--- config.mk ---
export PLATFORM = sky130hd
export DESIGN_NAME = load_mshr_file
export DESIGN_NICKNAME = d
export VERILOG_FILES = /design/src/rtl/load_mshr_file.sv
export SDC_FILE = /design/constraint.sdc
export NUM_CORES = 1
export LEC_CHECK = 0
export CAP_MARGIN = 20
export CORE_MARGIN = 2
export CORE_UTILIZATION = 41
export CTS_CLUSTER_DIAMETER = 80
export CTS_CLUSTER_SIZE = 24
export DETAILED_ROUTE_END_ITERATION = 12
export GPL_ROUTABILITY_DRIVEN = 0
export GPL_TIMING_DRIVEN = 0
export PLACE_DENSITY = 0.59
export REMOVE_ABC_BUFFERS = 1
export SLEW_MARGIN = 20
export SYNTH_ARGS = -nofsm -noshare
export SYNTH_HDL_FRONTEND = slang
export SYNTH_SLANG_ARGS = --single-unit
--- constraint.sdc ---
create_clock -name clock -period 6 [get_ports clock]
set_input_delay 1.8 -clock clock [delete_from_list [all_inputs] [get_ports clock]]
set_output_delay 1.8 -clock clock [all_outputs]
set_load 0.05 [all_outputs]
--- src/rtl/load_mshr_file.sv ---
// Load-miss MSHR file: allocates/merges dcache load misses, issues one
// memory read per entry, matches tagged responses and broadcasts refills.
module load_mshr_file #(
    parameter int NUM_MSHR = 4,
    parameter int IDX_W    = $clog2(NUM_MSHR),
    parameter int TAG_W    = 4
) (
    input  logic             clock,
    input  logic             reset,
    input  logic             miss_req_valid,
    input  logic [31:0]      miss_req_addr,
    output logic             miss_req_ack,
    output logic [IDX_W-1:0] miss_mshr_idx,
    output logic             mshr_full,
    output logic             mem_req_valid,
    output logic [31:0]      mem_req_addr,
    input  logic [TAG_W-1:0] mem_req_tag,
    input  logic [TAG_W-1:0] mem_resp_tag,
    input  logic [63:0]      mem_resp_data,
    output logic             refill_valid,
    output logic [IDX_W-1:0] refill_mshr_idx,
    output logic [31:0]      refill_addr,
    output logic [63:0]      refill_data
);

    typedef enum logic [1:0] {
        ST_INVALID,
        ST_PENDING,
        ST_ISSUED,
        ST_REFILL
    } mshr_state_e;

    mshr_state_e      state_q [NUM_MSHR];
    mshr_state_e      state_d [NUM_MSHR];
    logic [28:0]      block_q [NUM_MSHR];
    logic [28:0]      block_d [NUM_MSHR];
    logic [TAG_W-1:0] tag_q   [NUM_MSHR];
    logic [TAG_W-1:0] tag_d   [NUM_MSHR];
    logic [63:0]      data_q  [NUM_MSHR];
    logic [63:0]      data_d  [NUM_MSHR];

    logic [NUM_MSHR-1:0] resp_hit;
    logic             merge_found, alloc_found, pend_found, refill_found;
    logic [IDX_W-1:0] merge_idx, alloc_idx, pend_idx, refill_idx;
    logic             ack;
    logic             issue_go;
    logic             addr_lsb_unused;

    // Byte offset inside the block does not affect block tracking.
    assign addr_lsb_unused = ^miss_req_addr[2:0];

    // Entry selection, outputs and next-state for every entry.
    always_comb begin
        resp_hit     = '0;
        merge_found  = 1'b0;
        merge_idx    = '0;
        alloc_found  = 1'b0;
        alloc_idx    = '0;
        pend_found   = 1'b0;
        pend_idx     = '0;
        refill_found = 1'b0;
        refill_idx   = '0;

        for (int i = 0; i < NUM_MSHR; i++) begin
            resp_hit[i] = (mem_resp_tag != '0) &&
                          (state_q[i] == ST_ISSUED) &&
                          (tag_q[i] == mem_resp_tag);
        end

        for (int i = 0; i < NUM_MSHR; i++) begin
            if (!merge_found && miss_req_valid && !resp_hit[i] &&
                (state_q[i] == ST_PENDING || state_q[i] == ST_ISSUED) &&
                block_q[i] == miss_req_addr[31:3]) begin
                merge_found = 1'b1;
                merge_idx   = IDX_W'(i);
            end
            if (!alloc_found && state_q[i] == ST_INVALID) begin
                alloc_found = 1'b1;
                alloc_idx   = IDX_W'(i);
            end
            if (!pend_found && state_q[i] == ST_PENDING) begin
                pend_found = 1'b1;
                pend_idx   = IDX_W'(i);
            end
            if (!refill_found && state_q[i] == ST_REFILL) begin
                refill_found = 1'b1;
                refill_idx   = IDX_W'(i);
            end
        end

        ack      = !reset && miss_req_valid && (merge_found || alloc_found);
        issue_go = !reset && pend_found && (mem_req_tag != '0);

        miss_req_ack    = ack;
        miss_mshr_idx   = '0;
        if (ack) miss_mshr_idx = merge_found ? merge_idx : alloc_idx;
        mshr_full       = !reset && !alloc_found;
        mem_req_valid   = !reset && pend_found;
        mem_req_addr    = '0;
        if (mem_req_valid) mem_req_addr = {block_q[pend_idx], 3'b000};
        refill_valid    = !reset && refill_found;
        refill_mshr_idx = '0;
        refill_addr     = '0;
        refill_data     = '0;
        if (refill_valid) begin
            refill_mshr_idx = refill_idx;
            refill_addr     = {block_q[refill_idx], 3'b000};
            refill_data     = data_q[refill_idx];
        end

        for (int i = 0; i < NUM_MSHR; i++) begin
            state_d[i] = state_q[i];
            block_d[i] = block_q[i];
            tag_d[i]   = tag_q[i];
            data_d[i]  = data_q[i];
            if (state_q[i] == ST_REFILL) begin
                state_d[i] = ST_INVALID;
                tag_d[i]   = '0;
            end
            if (resp_hit[i]) begin
                state_d[i] = ST_REFILL;
                data_d[i]  = mem_resp_data;
            end
            if (issue_go && pend_idx == IDX_W'(i)) begin
                state_d[i] = ST_ISSUED;
                tag_d[i]   = mem_req_tag;
            end
            if (ack && !merge_found && alloc_idx == IDX_W'(i)) begin
                state_d[i] = ST_PENDING;
                block_d[i] = miss_req_addr[31:3];
            end
        end
    end

    // Entry registers; reset drops all in-flight state.
    always_ff @(posedge clock) begin
        if (reset) begin
            for (int i = 0; i < NUM_MSHR; i++) begin
                state_q[i] <= ST_INVALID;
                block_q[i] <= '0;
                tag_q[i]   <= '0;
                data_q[i]  <= '0;
            end
        end else begin
            for (int i = 0; i < NUM_MSHR; i++) begin
                state_q[i] <= state_d[i];
                block_q[i] <= block_d[i];
                tag_q[i]   <= tag_d[i];
                data_q[i]  <= data_d[i];
            end
        end
    end

endmodule

## After elaboration in Yosys (flattened, before gate mapping)

Memories as Yosys holds them, arrays and structs flattened.
Index checks and enable logic that the tools add are counted.

| cells by class | value |
|---|---|
| eq/ne operators | 30 |
| multiplexer cells | 85 |
| bitwise operators | 16 |
| reduce and logical (&&, ||, !) cells | 83 |

Operator list:

| cell | number |
|---|---|
| $mux 64 | 9 |
| $mux 29 | 8 |
| $eq 29x29->1 | 4 |
| $mux 32 | 2 |
| $mux 2 | 31 |
| $mux 4 | 12 |
| $logic_and 1x1->1 | 47 |
| $eq 2x2->1 const B | 12 |
| $mux 1 | 23 |
| $logic_not 1->1 | 19 |
| $eq 4x4->1 | 4 |
| $or 1x1->1 | 16 |
| $eq 2x1->1 const B | 6 |
| $logic_not 2->1 | 6 |
| $reduce_and 2->1 | 4 |
| $reduce_bool 4->1 | 2 |
| $logic_or 1x1->1 | 5 |
| $ne 1x1->1 const B | 4 |

| storage, ports and cells | value |
|---|---|
| register bits | 0 |
| memory bits (writable) | 396 |
| bits of input ports | 107 |
| output and inout bits | 136 |
| logic and storage cells | 218 |
| memories kept | 4 |

Memories:

| memory | words | width | read ports | clocked after memory_dff | write ports | RTL line | RTL |
|---|---|---|---|---|---|---|---|
| data_q | 4 | 64 | 1 | 0 | 4 | 39 | `logic [63:0] data_q [NUM_MSHR];` |
| block_q | 4 | 29 | 6 | 0 | 4 | 35 | `logic [28:0] block_q [NUM_MSHR];` |
| tag_q | 4 | 4 | 4 | 0 | 4 | 37 | `logic [TAG_W-1:0] tag_q [NUM_MSHR];` |
| state_q | 4 | 2 | 4 | 0 | 4 | 33 | `mshr_state_e state_q [NUM_MSHR];` |

## Depth between registers and ports, before layout

Gate-level depths: netlist of the first run.
An unclocked memory read counts as a cell.

| depth | value |
|---|---|
| word-level depth | 33 |
| mapped depth | 11 |
| depth with buffers taken out | 9 |

## Worst setup path after synthesis of the first run

No wires, ideal clock.

| path | value |
|---|---|
| path kind | input to output |
| start | in miss_req_addr[20] |
| end | out miss_mshr_idx[0] |
| arrival time | 4.800 ns |
| data required time | 4.200 ns |
| slack | -0.600 ns |
| stages | 6 |
| buffers on the path | 1 |
| cells stage by stage | buf_2 xor2_1 or4_1 or4_1 or4_4 a21boi_0 |

| on the way | value |
|---|---|
| longest elaborated chain between the ends | 24 |
| elaborated cells on any way between the ends | 31 |
| those cells by class | eq/ne (4); mux (9); reduce/logical (18) |

RTL lines:

| what | RTL line | RTL |
|---|---|---|
| from (decl) | 11 | `input logic [31:0] miss_req_addr,` |
| $eq 29x29->1 | 73 | `block_q[i] == miss_req_addr[31:3]) begin` |
| $logic_and 1x1->1 | 72 | `(state_q[i] == ST_PENDING \|\| state_q[i] == ST_ISSUED) &&` |
| $mux 1 | 71 | `if (!merge_found && miss_req_valid && !resp_hit[i] &&` |
| $logic_not 1->1 | 71 |  |
| $logic_and 1x1->1 (3 in series) | 71 |  |
| $logic_and 1x1->1 | 72 |  |
| $mux 1 | 71 |  |
| $logic_not 1->1 | 71 |  |
| (+4 left out) | n/a |  |
| $mux 1 | 71 |  |
| $logic_not 1->1 | 71 |  |
| $logic_and 1x1->1 (3 in series) | 71 |  |
| $logic_and 1x1->1 | 72 |  |
| $mux 1 | 71 |  |
| $logic_or 1x1->1 | 91 | `ack = !reset && miss_req_valid && (merge_found \|\| alloc_found);` |
| $logic_and 1x1->1 | 91 |  |
| $mux 2 (*) | 96 | `if (ack) miss_mshr_idx = merge_found ? merge_idx : alloc_idx;` |
| to (decl) | 13 | `output logic [IDX_W-1:0] miss_mshr_idx,` |

Every way passes the cells marked *; elsewhere a longest branch is shown, timed or not.

## Final worst setup path of the first run

| path | value |
|---|---|
| start | in miss_req_addr[5] |
| end | out miss_mshr_idx[0] |

The elaborated chain is that of the path after synthesis.

==> results of run 1 <==
[layout make-up]
cell class / count / share of cell area, %
well taps: 672 / 3.26
repair buffers: 303 / 14.4
multi-input cells: 1201 / 37.1
flip-flops and latches: 396 / 40.7
clock buffers: 31 / 2.84
diodes: 6 / 0.0582
inverters: 41 / 0.645
clock inverters: 20 / 1.06
[registers in the layout, summed over array words and instances (netlist names)]
register / cells
state_q: 8
block_q: 116
tag_q: 16
data_q: 256
[final timing paths]
check	startpoint	end	slack, ps	cells past startpoint
max	miss_req_addr[5]	miss_mshr_idx[0]	-30	8
min	tag_q[3][0]$_SDFFE_PP0P_	tag_q[3][0]$_SDFFE_PP0P_	510	2
max reg2reg	tag_q[1][1]$_SDFFE_PP0P_	block_q[2][27]$_SDFFE_PP0P_	2060	9
min reg2reg	tag_q[3][0]$_SDFFE_PP0P_	tag_q[3][0]$_SDFFE_PP0P_	510	2
[cell families (layout without fill, tap and decap cells)]
logic type	count (synthesis)	count (layout)	synth area share [%]
buffers and inverters	245	395	4.94
AOI/OAI and AO/OA	307	307	9.43
xor gates and xnor gates	128	128	5.44
DFF	396	396	50.9
adders and majority gates	16	16	0.972
other	1	12	0.0182
muxes	93	93	10.2
and+or+nand+nor	650	651	18.1
[through the flow]
step                      util (%)  setup TNS (ps)
after floorplan                  -         -683280
after global placement        46.0        -5422010
after detailed placement      48.9           -9820
after CTS                     51.7               0
after global routing          51.7           -42.2
final                         51.7           -33.5
[synthesized netlist by cell type, drive strengths merged (12+ instances only)]
library cell  number  area, µm²
nand2             79        304
mux4              93       2090
a21oi             84        420
nor2              37        139
xor2              58        508
nand4             25        163
dfxtp            140       2800
xnor2             70        613
clkbuf           164        619
ha                16        200
nor3              35        175
o21ai             93        465
buf               40        244
inv               41        154
nor3b             12       90.1
o311ai            29        254
nor4              16        100
nand3             63        320
a31oi             30        188
a31o              28        245
edfxtp           256       7690
and2             159        995
o221ai            29        254
and3             193       1210
[timing repair]
| action | in CTS | in global routing |
|---|---|---|
| endpoints found under the setup margin | 56 | 11 |
| gates resized for setup | 160 | 17 |
| setup buffers | 15 | 3 |
| gates cloned | 1 | 0 |
| pin swaps | 21 | 7 |
[power breakdown]
part | internal, W | switching [W]
clock network | 0.00110 | 0.00107
registers | 0.00299 | 0.0000626
logic | 0.000295 | 0.000495
[metal layers]
layer	vias up	wire length, µm
li1	7088	-
met1	7967	27600
met2	681	31100
met3	107	5530
met4	16	1420
met5	-	152
[worst register-to-register path: cells and delay by family, from the launching register on]
kind	cells	cell delay (ps)
buffers and inverters	3	340
AO/OA/AOI/OAI	2	980
flip-flops	1	330
AND/OR/NAND/NOR	4	2180
==> results.yml, run 1 <==
run_status:
  status: "finished, violations left"
  violations: "setup timing"
cells_and_area:
  drive_gt1_share_pct: 16.0
  fill_cells: 4411
  final_common_cell: "edfxtp_1"
  area_growth_pct: 25.2
  regArea_um2: 10500
  mostFrequentLayoutCells: "edfxtp_1, and3_1, clkdlybuf4s50_1"
  fin_cells: 2670
  layout.nets: 2094
  fin_area_um2: 25800
  multiInputGateArea_um2: 9560
yosys:
  ys_async_sr_fraction_pct: 0
  seq_area_frac_synth_pct: 50.9
  synth-edff-count: 256
  synth.distinct_cells: 59
  synth_flop_cell: "edfxtp_1"
  ys_ff_latch: 396
  syn_area_per_cell_um2: 11.2
  synth_area_um2: 20600
  ys_warn_count: 0
  synth_cells: 1836
worst_setup_path:
  crit_top_cell: "buf_6"
  criticalPathCategory: "input pin to primary output"
  crit_chain: "clkdlybuf4s15_2 -> xnor2_2 -> or4b_2 -> or4_4 -> buf_6 -> buf_12 -> a21boi_4 -> buf_6"
  path_delay_family: "simple AND/OR/NAND/NOR gates"
  path_buf_inv: 4
  cpPeakStageDelay_ps: 620
  cp_max_fo: 7
  cp-end-kind: "primary output"
  crit_slowest_cell: "or4b_2"
  critPathArrivalTime_ps: 4230
  worstPathRequired_ps: 4200
  start_kind: "input pin"
pwr:
  leakage_nw: 9.79
  powerDensity_nw_per_um2: 233
  finalPower_w: 0.00600
  irDropWorstVdd_uv: 254
global_routing:
  grtUsageMet3_pct: 5.49
  grt_max_degree: 185
  antenna_found_initial: 11
  track_usage_pct: 24.9
  grt_pass1_wl_um: 100000
  busiest_layer: "met2"
  grt_pass1_vias: 15700
  use_met1_pct: 34.3
  grt.overflow.total: 0
  use_met2_pct: 39.7
route:
  drtAntennaViolNets: 0
  drt-total-wl_um: 65800
  via_per_inst: 5.94
  first_pass_iters: 5
  drc: 0
  drt_first_iter_violations: 1669
  wl_per_cell_um: 24.6
  vias: 15900
placement:
  place_area_um2: 24400
  place_inst: 2594
  place_hpwl_um: 42500
  portBuffers: 233
  dp_slack_ps: -1610
floorplanning:
  rows: 82
  initial_core_util_pct: 41.3
  dieArea_um2: 52000
  die_h_um: 228
  die_x_um: 228
  coreArea_um2: 49900
  io_pins: 243
sta:
  layout_min_cycle_time_ps: 6030
  slew-limit-headroom_pct: 39.7
  tightestPinTransition_ps: 903
  finalSetupViolCount: 1
  period_share_pct: 101
  fmax_mhz: 166
  slew_viol_final: 0
  hold_viol_final: 0
  fin_ws_ps: -33.5
  skew_ps: 16.3
  holdWs_ps: 510
  rsz0062_at_grt: "true"
clock_network:
  cts_max_level: 1
  cts_sinks: 396
  ctsRootBufferMaster: "clkbuf_16"
  cts_tree: "done"
  clk_pin_slew_ps: 80
  clockBufferDepth: 3
  cts_made_buffers: 28
  hold_buffers: 0
  clk_latency_ps: 580
hold_path:
  hp-class: "flip-flop to flip-flop"
run:
  maxCapViolCount: 0
No activity file was read; power rests on OpenSTA's default activity.
==> run 2, diff against run 1 <==
--- a/config.mk
+++ b/config.mk
@@ -13,6 +13,7 @@
 export DETAILED_ROUTE_END_ITERATION = 12
 export GPL_ROUTABILITY_DRIVEN = 0
 export GPL_TIMING_DRIVEN = 0
+export MAX_ROUTING_LAYER = met4
 export PLACE_DENSITY = 0.59
 export REMOVE_ABC_BUFFERS = 1
 export SLEW_MARGIN = 20
==> results.yml, run 2 (synthesized netlist as in run 1, its figures left out) <==
run_status:
  status: "finished, violations left"
  violations: "setup timing"
global_routing:
  antenna_found_initial: 10
  grt_max_degree: 185
  grt.overflow.total: 0
  grt_pass1_vias: 15700
  track_usage_pct: 25.6
  grt_pass1_wl_um: 100000
sta:
  tightestPinTransition_ps: 924
  skew_ps: 20.5
  hold_viol_final: 0
  period_share_pct: 100
  finalSetupViolCount: 1
  layout_min_cycle_time_ps: 6020
  rsz0062_at_grt: "true"
  fmax_mhz: 166
  slew-limit-headroom_pct: 38.3
  slew_viol_final: 0
  fin_ws_ps: -22.6
clock_network:
  clk_latency_ps: 580
  clk_pin_slew_ps: 70
  cts_tree: "done"
  clockBufferDepth: 3
  cts_sinks: 396
  cts_max_level: 1
  ctsRootBufferMaster: "clkbuf_16"
  cts_made_buffers: 28
cells_and_area:
  multiInputGateArea_um2: 9560
  layout.nets: 2098
  mostFrequentLayoutCells: "edfxtp_1, and3_1, clkdlybuf4s50_1"
  reg_top3: "data_q: 256 flops, block_q: 116 flops, tag_q: 16 flops"
  regArea_um2: 10500
  final_common_cell: "edfxtp_1"
  fin_area_um2: 25800
  largest_register_ffs: 256
  fill_cells: 4412
  area_growth_pct: 25.4
  top_register: "data_q"
  fin_cells: 2679
  drive_gt1_share_pct: 16.3
run:
  maxCapViolCount: 0
route:
  wl_per_cell_um: 24.6
  vias: 15900
  drt_first_iter_violations: 1642
  first_pass_iters: 7
  drc: 0
  drtAntennaViolNets: 0
  via_per_inst: 5.92
  drt-total-wl_um: 65900
worst_setup_path:
  cp_max_fo: 5
  crit_chain: "buf_12 -> xor2_4 -> or4_1 -> or4_1 -> or4_4 -> buf_4 -> nand2_8 -> nor2_1 -> buf_2"
  crit_end: "miss_mshr_idx[1]"
  r2r_slack_ps: 2090
  reg2reg_depth: 9
  reg2reg_to: "block_q[2][27]$_SDFFE_PP0P_"
  cpPeakStageDelay_ps: 550
  worstSetupStartpoint: "miss_req_addr[20]"
  criticalPathCategory: "input pin to primary output"
  crit_top_cell: "or4_1"
  critPathArrivalTime_ps: 4220
  start_kind: "input pin"
  worstPathRequired_ps: 4200
  crit_slowest_cell: "or4_1"
  cp-end-kind: "primary output"
  reg2reg_from: "block_q[1][10]$_SDFFE_PP0P_"
placement:
  portBuffers: 233
  place_area_um2: 24400
  place_inst: 2594
  place_hpwl_um: 42500
pwr:
  irDropWorstVdd_uv: 255
  leakage_nw: 9.81
  powerDensity_nw_per_um2: 233
floorplanning:
  io_pins: 243
  die_x_um: 228
  coreArea_um2: 49900
  initial_core_util_pct: 41.3
  die_h_um: 228
  rows: 82
  dieArea_um2: 52000
hold_path:
  hold_path_startpoint: "tag_q[3][0]$_SDFFE_PP0P_"
  hp-class: "flip-flop to flip-flop"
run 2: cell count changes in the layout (fill, tap and decap cells not counted):
| cell | change |
|---|---|
| clkbuf_2 | +3 |
| dlymetal6s2s_1 | +1 |
| clkdlybuf4s50_1 | -1 |
| dlygate4sd2_1 | -5 |
| clkdlybuf4s15_1 | +2 |
| buf_4 | +4 |
| buf_6 | -1 |
| buf_8 | +1 |
| diode_2 | +5 |
run 2: final cells by class:
type / count / area share (%)
repair buffers: 307 / 14.4
inverters: 41 / 0.644
flip-flops and latches: 396 / 40.6
clock inverters: 20 / 1.06
well taps: 672 / 3.26
multi-input cells: 1201 / 37.0
clock buffers: 31 / 2.84
diodes: 11 / 0.107
run 2: worst min-delay path by stage:
| stage | endpoint | cells after the start |
|---|---|---|
| after floorplan | tag_q[3][1]$_SDFFE_PP0P_ | 2 |
| after global placement | tag_q[3][1]$_SDFFE_PP0P_ | 2 |
| after detailed placement | tag_q[3][0]$_SDFFE_PP0P_ | 2 |
| after CTS | tag_q[3][0]$_SDFFE_PP0P_ | 2 |
| after global routing | tag_q[3][2]$_SDFFE_PP0P_ | 2 |
| final | tag_q[3][0]$_SDFFE_PP0P_ | 2 |
run 2: layer usage:
| metal | track usage [%] | share of wire [%] | vias up |
|---|---|---|---|
| met4 | 6.84 | 2.2 | 0 |
| met2 | 39.7 | 47 | 700 |
| met5 | - | 0 | - |
| met1 | 34.4 | 42 | 7956 |
| li1 | - | - | 7093 |
| met3 | 5.23 | 8.4 | 102 |
run 2: stage by stage:
step	setup WS [ps]	setup TNS, ps	power (W)	util (%)	hold slack, ps
5_1_grt	-51.0	-62.6	0.00619	51.8	530
6_report	-22.6	-22.6	0.00601	51.8	508
4_1_cts	3.06	0	0.00603	51.7	508
3_3_place_gp	-10410	-5422010	0.00380	46.0	483
3_5_place_dp	-1610	-9820	0.00386	48.9	495
2_1_floorplan	-5610	-683280	0.00346	-	466
run 2: what timing repair did:
action                     4_1_cts  5_1_grt
hold buffers                     0        0
pin swaps                       21       13
setup endpoints to repair       56       11
resized for setup              160       30
cloned                           1        0
buffers inserted                15        8
run 2: where the power goes:
part / total [W] / internal (W) / switching (W)
Sequential: 0.00305 / 0.00299 / 0.0000628
Clock: 0.00217 / 0.00110 / 0.00107
Combinational: 0.000794 / 0.000297 / 0.000496
run 2: critical path, delay by kind of cell:
kind                   cells  cell delay, ps
AND/OR/NAND/NOR            5            1720
buffers and inverters      3             500
XOR/XNOR                   1             190
==> run 3, diff against run 2 <==
--- a/config.mk
+++ b/config.mk
@@ -5,8 +5,9 @@
 export SDC_FILE = /design/constraint.sdc
 export NUM_CORES = 1
 export LEC_CHECK = 0
+export ABC_CLOCK_PERIOD_IN_PS = 6000
 export CAP_MARGIN = 20
-export CORE_MARGIN = 2
+export CORE_MARGIN = 1
 export CORE_UTILIZATION = 41
 export CTS_CLUSTER_DIAMETER = 80
 export CTS_CLUSTER_SIZE = 24
==> results.yml, run 3 (synthesized netlist as in run 1, its figures left out) <==
pwr:
  p_sw_share_pct: 27.5
  finalPower_w: 0.00598
  powerDensity_nw_per_um2: 234
  leakage_nw: 9.69
  combPwrFrac_pct: 13.5
  power_frac_seq_pct: 51.0
  p_switching_w: 0.00164
  irDropWorstVdd_uv: 192
  p_clk_share_pct: 35.5
  intPower_w: 0.00434
worst_setup_path:
  criticalPathCategory: "input pin to primary output"
  cp_max_fo: 7
  worstPathRequired_ps: 4200
  critPathArrivalTime_ps: 4300
  cp-end-kind: "primary output"
  start_kind: "input pin"
placement:
  place_hpwl_um: 42500
  portBuffers: 233
route:
  wl_per_cell_um: 24.8
  drt-total-wl_um: 65900
  vias: 15800
  via_per_inst: 5.95
  drc: 0
  drt_first_iter_violations: 1574
  drtAntennaViolNets: 0
  first_pass_iters: 5
clock_network:
  clk_pin_slew_ps: 80
  cts_sinks: 396
  hold_buffers: 0
  ctsRootBufferMaster: "clkbuf_16"
  cts_made_buffers: 27
  cts_max_level: 1
  clockBufferDepth: 3
  cts_tree: "done"
  clk_latency_ps: 590
cells_and_area:
  reg_top3: "data_q: 256 flops, block_q: 116 flops, tag_q: 16 flops"
  largest_register_ffs: 256
  layout.nets: 2092
  final_common_cell: "edfxtp_1"
  drive_gt1_share_pct: 15.3
  area_growth_pct: 24.3
  mostFrequentLayoutCells: "edfxtp_1, and3_1, clkdlybuf4s50_1"
  top_register: "data_q"
sta:
  fmax_mhz: 164
  skew_ps: 25.8
  finalSetupViolCount: 1
  tightestPinTransition_ps: 990
  hold_viol_final: 0
  slew_viol_final: 0
  fin_ws_ps: -101
  period_share_pct: 102
  slew-limit-headroom_pct: 33.9
  finalSetupTns_ps: -101
  layout_min_cycle_time_ps: 6100
  rsz0062_at_grt: "true"
run:
  maxCapViolCount: 0
global_routing:
  grt_pass1_vias: 15600
  grt.overflow.total: 0
  track_usage_pct: 26.4
  grt_max_degree: 178
  grt_pass1_wl_um: 98700
  antenna_found_initial: 5
floorplanning:
  dieArea_um2: 51100
  io_pins: 243
  initial_core_util_pct: 41.8
  rows: 81
  die_x_um: 226
  coreArea_um2: 49300
  die_h_um: 226
run_status:
  status: "finished, violations left"
  violations: "setup timing"
hold_path:
  hp-class: "flip-flop to flip-flop"
## run 3: metal layers
metal	vias up	routed length, µm	GRT usage [%]
li1	7075	-	-
met4	0	1580	6.54
met1	7979	27400	35.6
met5	-	0	-
met3	94	5770	5.13
met2	670	31200	40.9
## run 3: per-stage QoR
stage	area (µm²)	utilization, %	setup slack, ps	hold WS [ps]	instances
floorplan	19800	-	-5610	466	1637
global placement	22900	46.5	-10540	488	2534
detailed placement	24300	49.4	-1570	495	2586
CTS	25500	51.8	-45.7	509	2646
global route	25600	52.0	-114	541	2657
finish	25600	52.0	-101	509	2657
## run 3: timing repair
item                                    CTS  global route
pin swaps                                16            10
gates cloned                              1             0
resized for setup                       118            22
buffers inserted                         11             6
endpoints found under the setup margin   43            13
## run 3: cell type report
cell class | instances | area (µm²)
clock inverter | 19 | 287
multi-input combinational | 1201 | 9480
fill | 4343 | 23700
clock buffer | 29 | 683
timing repair buffer | 302 | 3660
antenna | 5 | 12.5
inverter | 41 | 161
sequential | 396 | 10500
tap | 664 | 831
## run 3: worst paths after layout
kind | startpoint | to | slack [ps] | cells past startpoint
worst max-delay path | miss_req_addr[24] | miss_req_ack | -100 | 9
worst min-delay path | tag_q[3][0]$_SDFFE_PP0P_ | tag_q[3][0]$_SDFFE_PP0P_ | 510 | 2
worst max register to register | block_q[1][17]$_SDFFE_PP0P_ | state_q[2][1]$_SDFFE_PP0P_ | 2160 | 8
worst min register to register | tag_q[3][0]$_SDFFE_PP0P_ | tag_q[3][0]$_SDFFE_PP0P_ | 510 | 2
## run 3: power by group through the flow
stage	Combinational, W	Sequential [W]	Clock (W)
CTS	0.000781	0.00305	0.00216
floorplan	0.000371	0.00309	0
finish	0.000807	0.00305	0.00213
detailed placement	0.000767	0.00311	0
global route	0.000845	0.00306	0.00225
global placement	0.000696	0.00311	0
## run 3: critical path, cell delays in order
cell and delay (ps):
dlygate4sd2_1 430, xor2_1 180, nor4_2 230, nand4_1 290
or4_4 590, nand2_1 120, nor3_1 70, a31oi_1 330
buf_4 270
